[src/rtl/regfile_sb.sv]
`default_nettype none
// +--------------------------------------------------------------------------+
// | regfile_sb : multi-read-port GPR file with EX/MEM/WB forwarding and a    |
// |              per-register pending scoreboard for long-latency producers. |
// | Optional debug read port: define REGFILE_DEBUG_EN.                       |
// | Revision   : 1.0                                                         |
// +--------------------------------------------------------------------------+
module regfile_sb #(
   parameter int DATA_W = 32,
   parameter int ADDR_W = 5,
   parameter int NUM_RD = 2
) (
   input  logic                     clk,
   input  logic                     rst,
   input  logic                     we,
   input  logic [ADDR_W-1:0]        waddr,
   input  logic [DATA_W-1:0]        wdata,
   input  logic [NUM_RD-1:0]        re,
   input  logic [NUM_RD*ADDR_W-1:0] raddr,
   output logic [NUM_RD*DATA_W-1:0] rdata,
   input  logic                     ex_wreg,
   input  logic [ADDR_W-1:0]        ex_wd,
   input  logic [DATA_W-1:0]        ex_wdata,
   input  logic                     ex_is_load,
   input  logic                     mem_wreg,
   input  logic [ADDR_W-1:0]        mem_wd,
   input  logic [DATA_W-1:0]        mem_wdata,
   input  logic                     iss_valid,
   input  logic [ADDR_W-1:0]        iss_dst,
   output logic                     stall_req,
   output logic                     pending_any
`ifdef REGFILE_DEBUG_EN
   ,
   input  logic [ADDR_W-1:0]        debug_addr,
   output logic [DATA_W-1:0]        debug_data
`endif
);

   localparam int c_DEPTH = 2**ADDR_W;

   logic [DATA_W-1:0]  r_mem [0:c_DEPTH-1];
   logic [c_DEPTH-1:0] r_pending;
   logic [NUM_RD-1:0]  w_hz;

   // Array and scoreboard; on a same-address issue/retire, the new issue keeps the bit set.
   always_ff @(posedge clk) begin
      if (!rst) begin
         for (int k = 0; k < c_DEPTH; k++) begin
            r_mem[k] <= '0;
         end
         r_pending <= '0;
      end else begin
         if (we && (waddr != '0)) begin
            r_mem[waddr] <= wdata;
         end
         r_pending[0] <= 1'b0;
         for (int j = 1; j < c_DEPTH; j++) begin
            if (iss_valid && (iss_dst == ADDR_W'(j))) begin
               r_pending[j] <= 1'b1;
            end else if (we && (waddr == ADDR_W'(j))) begin
               r_pending[j] <= 1'b0;
            end
         end
      end
   end

   generate
      for (genvar i = 0; i < NUM_RD; i++) begin : g_rd
         logic [ADDR_W-1:0] w_ra;
         logic [DATA_W-1:0] w_rd;
         logic              w_wb_hit;

         assign w_ra     = raddr[i*ADDR_W +: ADDR_W];
         assign w_wb_hit = we && (waddr == w_ra);

         always_comb begin
            w_rd = '0;
            if (!rst || !re[i] || (w_ra == '0)) begin
               w_rd = '0;
            end else if (ex_wreg && (ex_wd == w_ra) && !ex_is_load) begin
               w_rd = ex_wdata;
            end else if (mem_wreg && (mem_wd == w_ra)) begin
               w_rd = mem_wdata;
            end else if (w_wb_hit) begin
               w_rd = wdata;
            end else begin
               w_rd = r_mem[w_ra];
            end
         end

         // A MEM match never retires a pending register; only the WB write does.
         assign w_hz[i] = rst && re[i] && (w_ra != '0) &&
                          ((ex_wreg && ex_is_load && (ex_wd == w_ra)) ||
                           (r_pending[w_ra] && !w_wb_hit));

         assign rdata[i*DATA_W +: DATA_W] = w_rd;
      end
   endgenerate

   assign stall_req   = |w_hz;
   assign pending_any = rst && (|r_pending);

`ifdef REGFILE_DEBUG_EN
   always_comb begin
      debug_data = '0;
      if (!rst || (debug_addr == '0)) begin
         debug_data = '0;
      end else if (ex_wreg && (ex_wd == debug_addr) && !ex_is_load) begin
         debug_data = ex_wdata;
      end else if (mem_wreg && (mem_wd == debug_addr)) begin
         debug_data = mem_wdata;
      end else if (we && (waddr == debug_addr)) begin
         debug_data = wdata;
      end else begin
         debug_data = r_mem[debug_addr];
      end
   end
`endif

endmodule
`default_nettype wire

[config.mk]
export PLATFORM = sky130hd
export DESIGN_NAME = regfile_sb
export DESIGN_NICKNAME = d
export VERILOG_FILES = /design/src/rtl/regfile_sb.sv
export SDC_FILE = /design/constraint.sdc
export NUM_CORES = 2
export LEC_CHECK = 0
export BUFFER_PORTS_ARGS = -buffer_cell sky130_fd_sc_hd__buf_2
export CAP_MARGIN = 5
export CORE_MARGIN = 3
export CORE_UTILIZATION = 35
export DETAILED_ROUTE_END_ITERATION = 8
export GPL_ROUTABILITY_DRIVEN = 0
export MAX_ROUTING_LAYER = met4
export PLACE_DENSITY = 0.47
export REMOVE_ABC_BUFFERS = 1
export SLEW_MARGIN = 15
export SYNTH_ARGS = -nofsm -noshare
export SYNTH_HDL_FRONTEND = slang
export SYNTH_SLANG_ARGS = --single-unit
[constraint.sdc]
create_clock -name clk -period 4.9 [get_ports clk]
set_clock_uncertainty 0.05 [all_clocks]
set_input_delay 0.245 -clock clk [delete_from_list [all_inputs] [get_ports clk]]
set_output_delay 0.245 -clock clk [all_outputs]
set_load 0.01 [all_outputs]
# Word level (Yosys, flattened, before mapping)
# Memories as Yosys holds them, arrays and structs flattened.
# Index checks and enable logic that the tools add are counted.
# totals
regBits,32
latchBits,0
mem_bits_rw,1024
rom_bits,0
in_bits,135
output_inout_bits,66
elab_cells,318
n_memories,1
# mem_list
memory,words,width,read_ports,rd_ports_with_merged_regs,wr,line_no,rtl
r_mem,32,32,2,0,32,41,logic [DATA_W-1:0] r_mem [0:c_DEPTH-1];
# op_classes
add_sub_neg,0
multipliers,0
div,0
n_lt_le_gt_ge,2
n_eq_ne,68
shift,0
mux,81
bitwise_logic,0
n_reduce_logical,134
# op_table
cell,count
$mux 32,9
$eq 5x5->1 const B,32
$logic_and 1x1->1,83
$eq 5x4->1 const B,16
$mux 1,69
$reduce_or 32->1,2
$reduce_bool 2->1,31
$eq 5x3->1 const B,8
$eq 5x5->1,6
$eq 5x2->1 const B,4
$reduce_bool 5->1,3
$lt 5x6->1 const B,2
$bmux 1 s5,2
$eq 5x1->1 const B,2
$logic_not 5->1,2
$logic_not 1->1,6
$logic_or 1x1->1,6
$mux 5,1
$reduce_or 2->1,1

# Longest topological paths before layout
# depth
ltp_word,7
ltp_mapped,10
ltp_nobuf,6

# Worst setup path after synthesis
# OpenSTA, ideal clock, no wires.
# synth_timing
path_kind,input to register
start,in waddr[0]
end,"mem r_mem[13][0], enable pin"
setup_ps,466
t_arrival_ps,3377
t_required_ps,4384
slack_ps,1007
path_stages,5
path_buffers,2
path_cell_list,buf_1 > nor2b_1 > clkbuf_1 > nand3_1 > o21ai_0
# synth_lines
item,line_no,rtl
"start, declared",16,"input logic [ADDR_W-1:0] waddr,"
"end, declared",41,

# Worst setup path after layout
# layout_timing
start,in raddr[8]
end,out rdata[48]
# layout_between
elab_chain_cells,6
elab_cells_between_ends,14
cone_classes,eq/ne: 3; mux: 4; reduce/logical: 6; memory: 1
# layout_rtl
item,line_no,rtl
"start, declared",19,"input logic [NUM_RD*ADDR_W-1:0] raddr,"
"parallel branches: the longest is 5 deep, another holds $mem_v2 32x32",n/a,
$mux 32 (*),78,if (!rst || !re[i] || (w_ra == '0)) begin
"end, declared",20,"output logic [NUM_RD*DATA_W-1:0] rdata,"
# Every way passes the cells marked *.

==> flow_metrics.env <==
export IMPL_clock_sinks=1055
export IMPL_reg2reg_from="r_pending[17]"
export IMPL_netlist_area_um2=57600
export IMPL_yosys_register_bits=1055
export IMPL_synth_top_family_by_area="multiplexers"
export IMPL_synth_compound_area_frac=0.0544
export IMPL_first_iter_violations=5017
export IMPL_grt_pass1_vias=37808
export IMPL_critPathMaxStageDelay_ps=580
export IMPL_ys_seq_area_frac=0.544
export IMPL_fin_crit_ps=3990
export IMPL_drive_above_1_share=0.291
export IMPL_yosys_warnings=0
export IMPL_slew_violations=0
export IMPL_overflow=0
export IMPL_crit_top_cell="buf_2"
export IMPL_die_area_um2=170000
export IMPL_postSynthCellCount=3896
export IMPL_numCtsBuffers=119
export IMPL_wl_per_cell_um=36.9
export IMPL_drc_errors=0
export IMPL_reg2regPathDepth=3
export IMPL_grt_pass1_wl_um=319000
export IMPL_finalSetupTns_ps=0
export IMPL_max_freq_ghz=0.251
export IMPL_end_kind="primary output"
export IMPL_yosysTopAreaCellShare=0.534
export IMPL_die_x_um=412
export IMPL_synth_simple_area_share=0.132
export IMPL_clockRootBuffer="clkbuf_16"
export IMPL_dieHeight_um=412
export IMPL_area_growth_pct=13.8
export IMPL_htreeDepth=3
export IMPL_relSlewSlack=0.153
export IMPL_vias=37841
export IMPL_dpl_instance_area_um2=61700
export IMPL_drt_first_pass_iters=6
export IMPL_dp_worst_setup_slack_ps=948
export IMPL_p_sw_w=0.00592
export IMPL_finalCritPeriodShare=0.814
export IMPL_critPathLaunchType="primary input"
export IMPL_io_buffers=200
export IMPL_p_leak_nw=22.0
export IMPL_p_seq_frac=0.477
export IMPL_rsz0062_at_grt="no"
export IMPL_hp_class="in -> reg"
export IMPL_synthMuxAreaShare=0.229
export IMPL_swShare=0.265
export IMPL_grtUsageTotal=0.279
export IMPL_grt_max_degree=87
export IMPL_antenna_found_initial=27
export IMPL_ys_flop_type="edfxtp_1"
export IMPL_dp_hpwl_um=146000
export IMPL_syn_area_per_cell_um2=14.8
export IMPL_setup_violations=0
export IMPL_synthTopCellsByArea="edfxtp_1 (53%), mux4_2 (22%), and2_1 (11%), a22oi_1 (2.0%), clkbuf_1 (1.9%)"
export IMPL_slowest_stage="o211ai_1"
export IMPL_cp_cell_sequence="buf_2 -> xor2_1 -> nor4_1 -> nand3_4 -> buf_4 -> o211ai_1 -> a211oi_1 -> a2111oi_0 -> buf_2"
export IMPL_ir_drop_uv=295
export IMPL_synthArstFlopShare=0
export IMPL_cp_data_arrival_time_ps=3690
export IMPL_synth_enable_flop_cells=1024
export IMPL_status="finished, final reports clean"
export IMPL_final_area_um2=65600
export IMPL_core_area_um2=163000
export IMPL_clk_pin_slew_worst_paths_ps=60
export IMPL_cp_max_fo=64
export IMPL_yosys_area_top_type="edfxtp_1"
export IMPL_vias_per_cell=6.02
export IMPL_routed_wl_um=232000
export IMPL_worst_slew_pin_slew_ps=1270
export IMPL_worstSetupPathType="in -> out"
export IMPL_cts_tree="built"
export IMPL_num_rows=148
export IMPL_nNetsFinal=4138
export IMPL_critPathRequiredTime_ps=4610
export IMPL_yosysUniqueCellTypes=44
export IMPL_regToRegSetupSlack_ps=3610
export IMPL_layout_setup_ws_ps=912
export IMPL_synth_xor_area_frac=0.00456
export IMPL_whs_path_depth=4
export IMPL_max_cap_violations=0
export IMPL_combPwrFrac=0.132
export IMPL_clk_latency_ps=750
export IMPL_clock_power_share=0.392
export IMPL_post_cts_resized=0
export IMPL_hold_viol=0
export IMPL_start_util=0.353
export IMPL_post_synth_fa_ha_maj_area_fraction=0
export IMPL_p_int_w=0.0164
export IMPL_startpoint="raddr[8]"
export IMPL_ant_nets=0
export IMPL_cts_buffer_depth=3
export IMPL_p_per_area_nw_per_um2=341
export IMPL_worstHoldStart="waddr[0]"
export IMPL_io_pins=201
==> state kept, by name (all words and copies together) (netlist names) <==
name	flops
r_mem	1024
r_pending	31
==> through the flow <==
step,power [W],hold slack [ps],cells,util
finish,0.0223,60.5,6288,0.402
global route,0.0229,45.8,6284,0.402
CTS,0.0224,6.84,6278,0.402
detailed placement,0.0137,451,6043,0.378
global placement,0.0137,446,6042,0.378
floorplan,0.0121,325,3500,-
==> final timing paths <==
path | endpoint
max | rdata[48]
min | r_pending[27]
max reg2reg | r_pending[17]
min reg2reg | r_pending[13]
==> final cells by class <==
| type | count | area, um^2 |
|---|---|---|
| multi-input combinational | 2404 | 24900 |
| sequential | 1055 | 31400 |
| clock buffer | 146 | 3120 |
| antenna | 10 | 25.0 |
| timing repair buffer | 382 | 2660 |
| inverter | 41 | 155 |
| fill | 14826 | 97600 |
| tap | 2175 | 2720 |
| clock inverter | 75 | 577 |
==> synth_stat cells, types with 23 or more instances <==
cell type	instances
nor2_1	99
clkbuf_1	298
edfxtp_1	1024
dfxtp_1	31
o22ai_1	34
nand4_1	32
a221oi_1	33
inv_1	41
buf_4	26
mux4_2	572
xor2_1	24
a22oi_1	156
o211ai_1	41
buf_2	76
a2111oi_0	31
o21ai_0	73
and2_1	996
a21oi_1	42
nand2_1	78
nand2b_1	23
a211oi_1	32
==> kinds of logic (layout without fill, tap and decap cells) <==
| kind of cell | after synthesis | in the layout |
|---|---|---|
| simple gates | 1296 | 1296 |
| buf+inv | 468 | 644 |
| compound gates | 450 | 450 |
| flops | 1055 | 1055 |
| mux | 596 | 596 |
| other cells | 1 | 42 |
| xor+xnor | 30 | 30 |
==> metal layers <==
metal / part of all wire / GRT usage / up-vias
li1: - / - / 15380
met1: 0.40 / 0.367 / 20140
met2: 0.48 / 0.441 / 1966
met3: 0.085 / 0.0500 / 355
met4: 0.032 / 0.0869 / 0
met5: 0 / - / -
==> worst max-delay path, delay by kind of cell <==
family                    cells  cell delay [ps]
buffers and inverters         3             1110
AOI/OAI and AO/OA             3             1210
and+or+nand+nor               2              690
xor gates and xnor gates      1              140
==> power by group through the flow <==
stage	Combinational (W)	Sequential, W	Clock [W]
2_1_floorplan	0.00135	0.0107	0
3_3_place_gp	0.00290	0.0108	0
3_5_place_dp	0.00290	0.0108	0
4_1_cts	0.00292	0.0106	0.00887
5_1_grt	0.00304	0.0107	0.00921
6_report	0.00294	0.0106	0.00874
==> cells in the final DEF, fill, tap and decap left out, types with 34 or more instances in the layout <==
| cell type | netlist | layout |
|---|---|---|
| clkbuf_16 | 0 | 121 |
| and2_1 | 996 | 995 |
| nor2_1 | 99 | 63 |
| a22oi_1 | 156 | 156 |
| o22ai_1 | 34 | 34 |
| edfxtp_1 | 1024 | 1024 |
| a21oi_1 | 42 | 41 |
| inv_1 | 41 | 39 |
| o21ai_0 | 73 | 53 |
| nand2_1 | 78 | 65 |
| buf_4 | 26 | 153 |
| buf_2 | 76 | 193 |
| mux4_2 | 572 | 572 |
| o211ai_1 | 41 | 41 |
==> repair_timing <==
action	in CTS	in global routing
hold endpoints to repair	34	0
buffers inserted	0	0
hold buffers	14	0
Note: power is estimated with default switching activity, not from simulation.
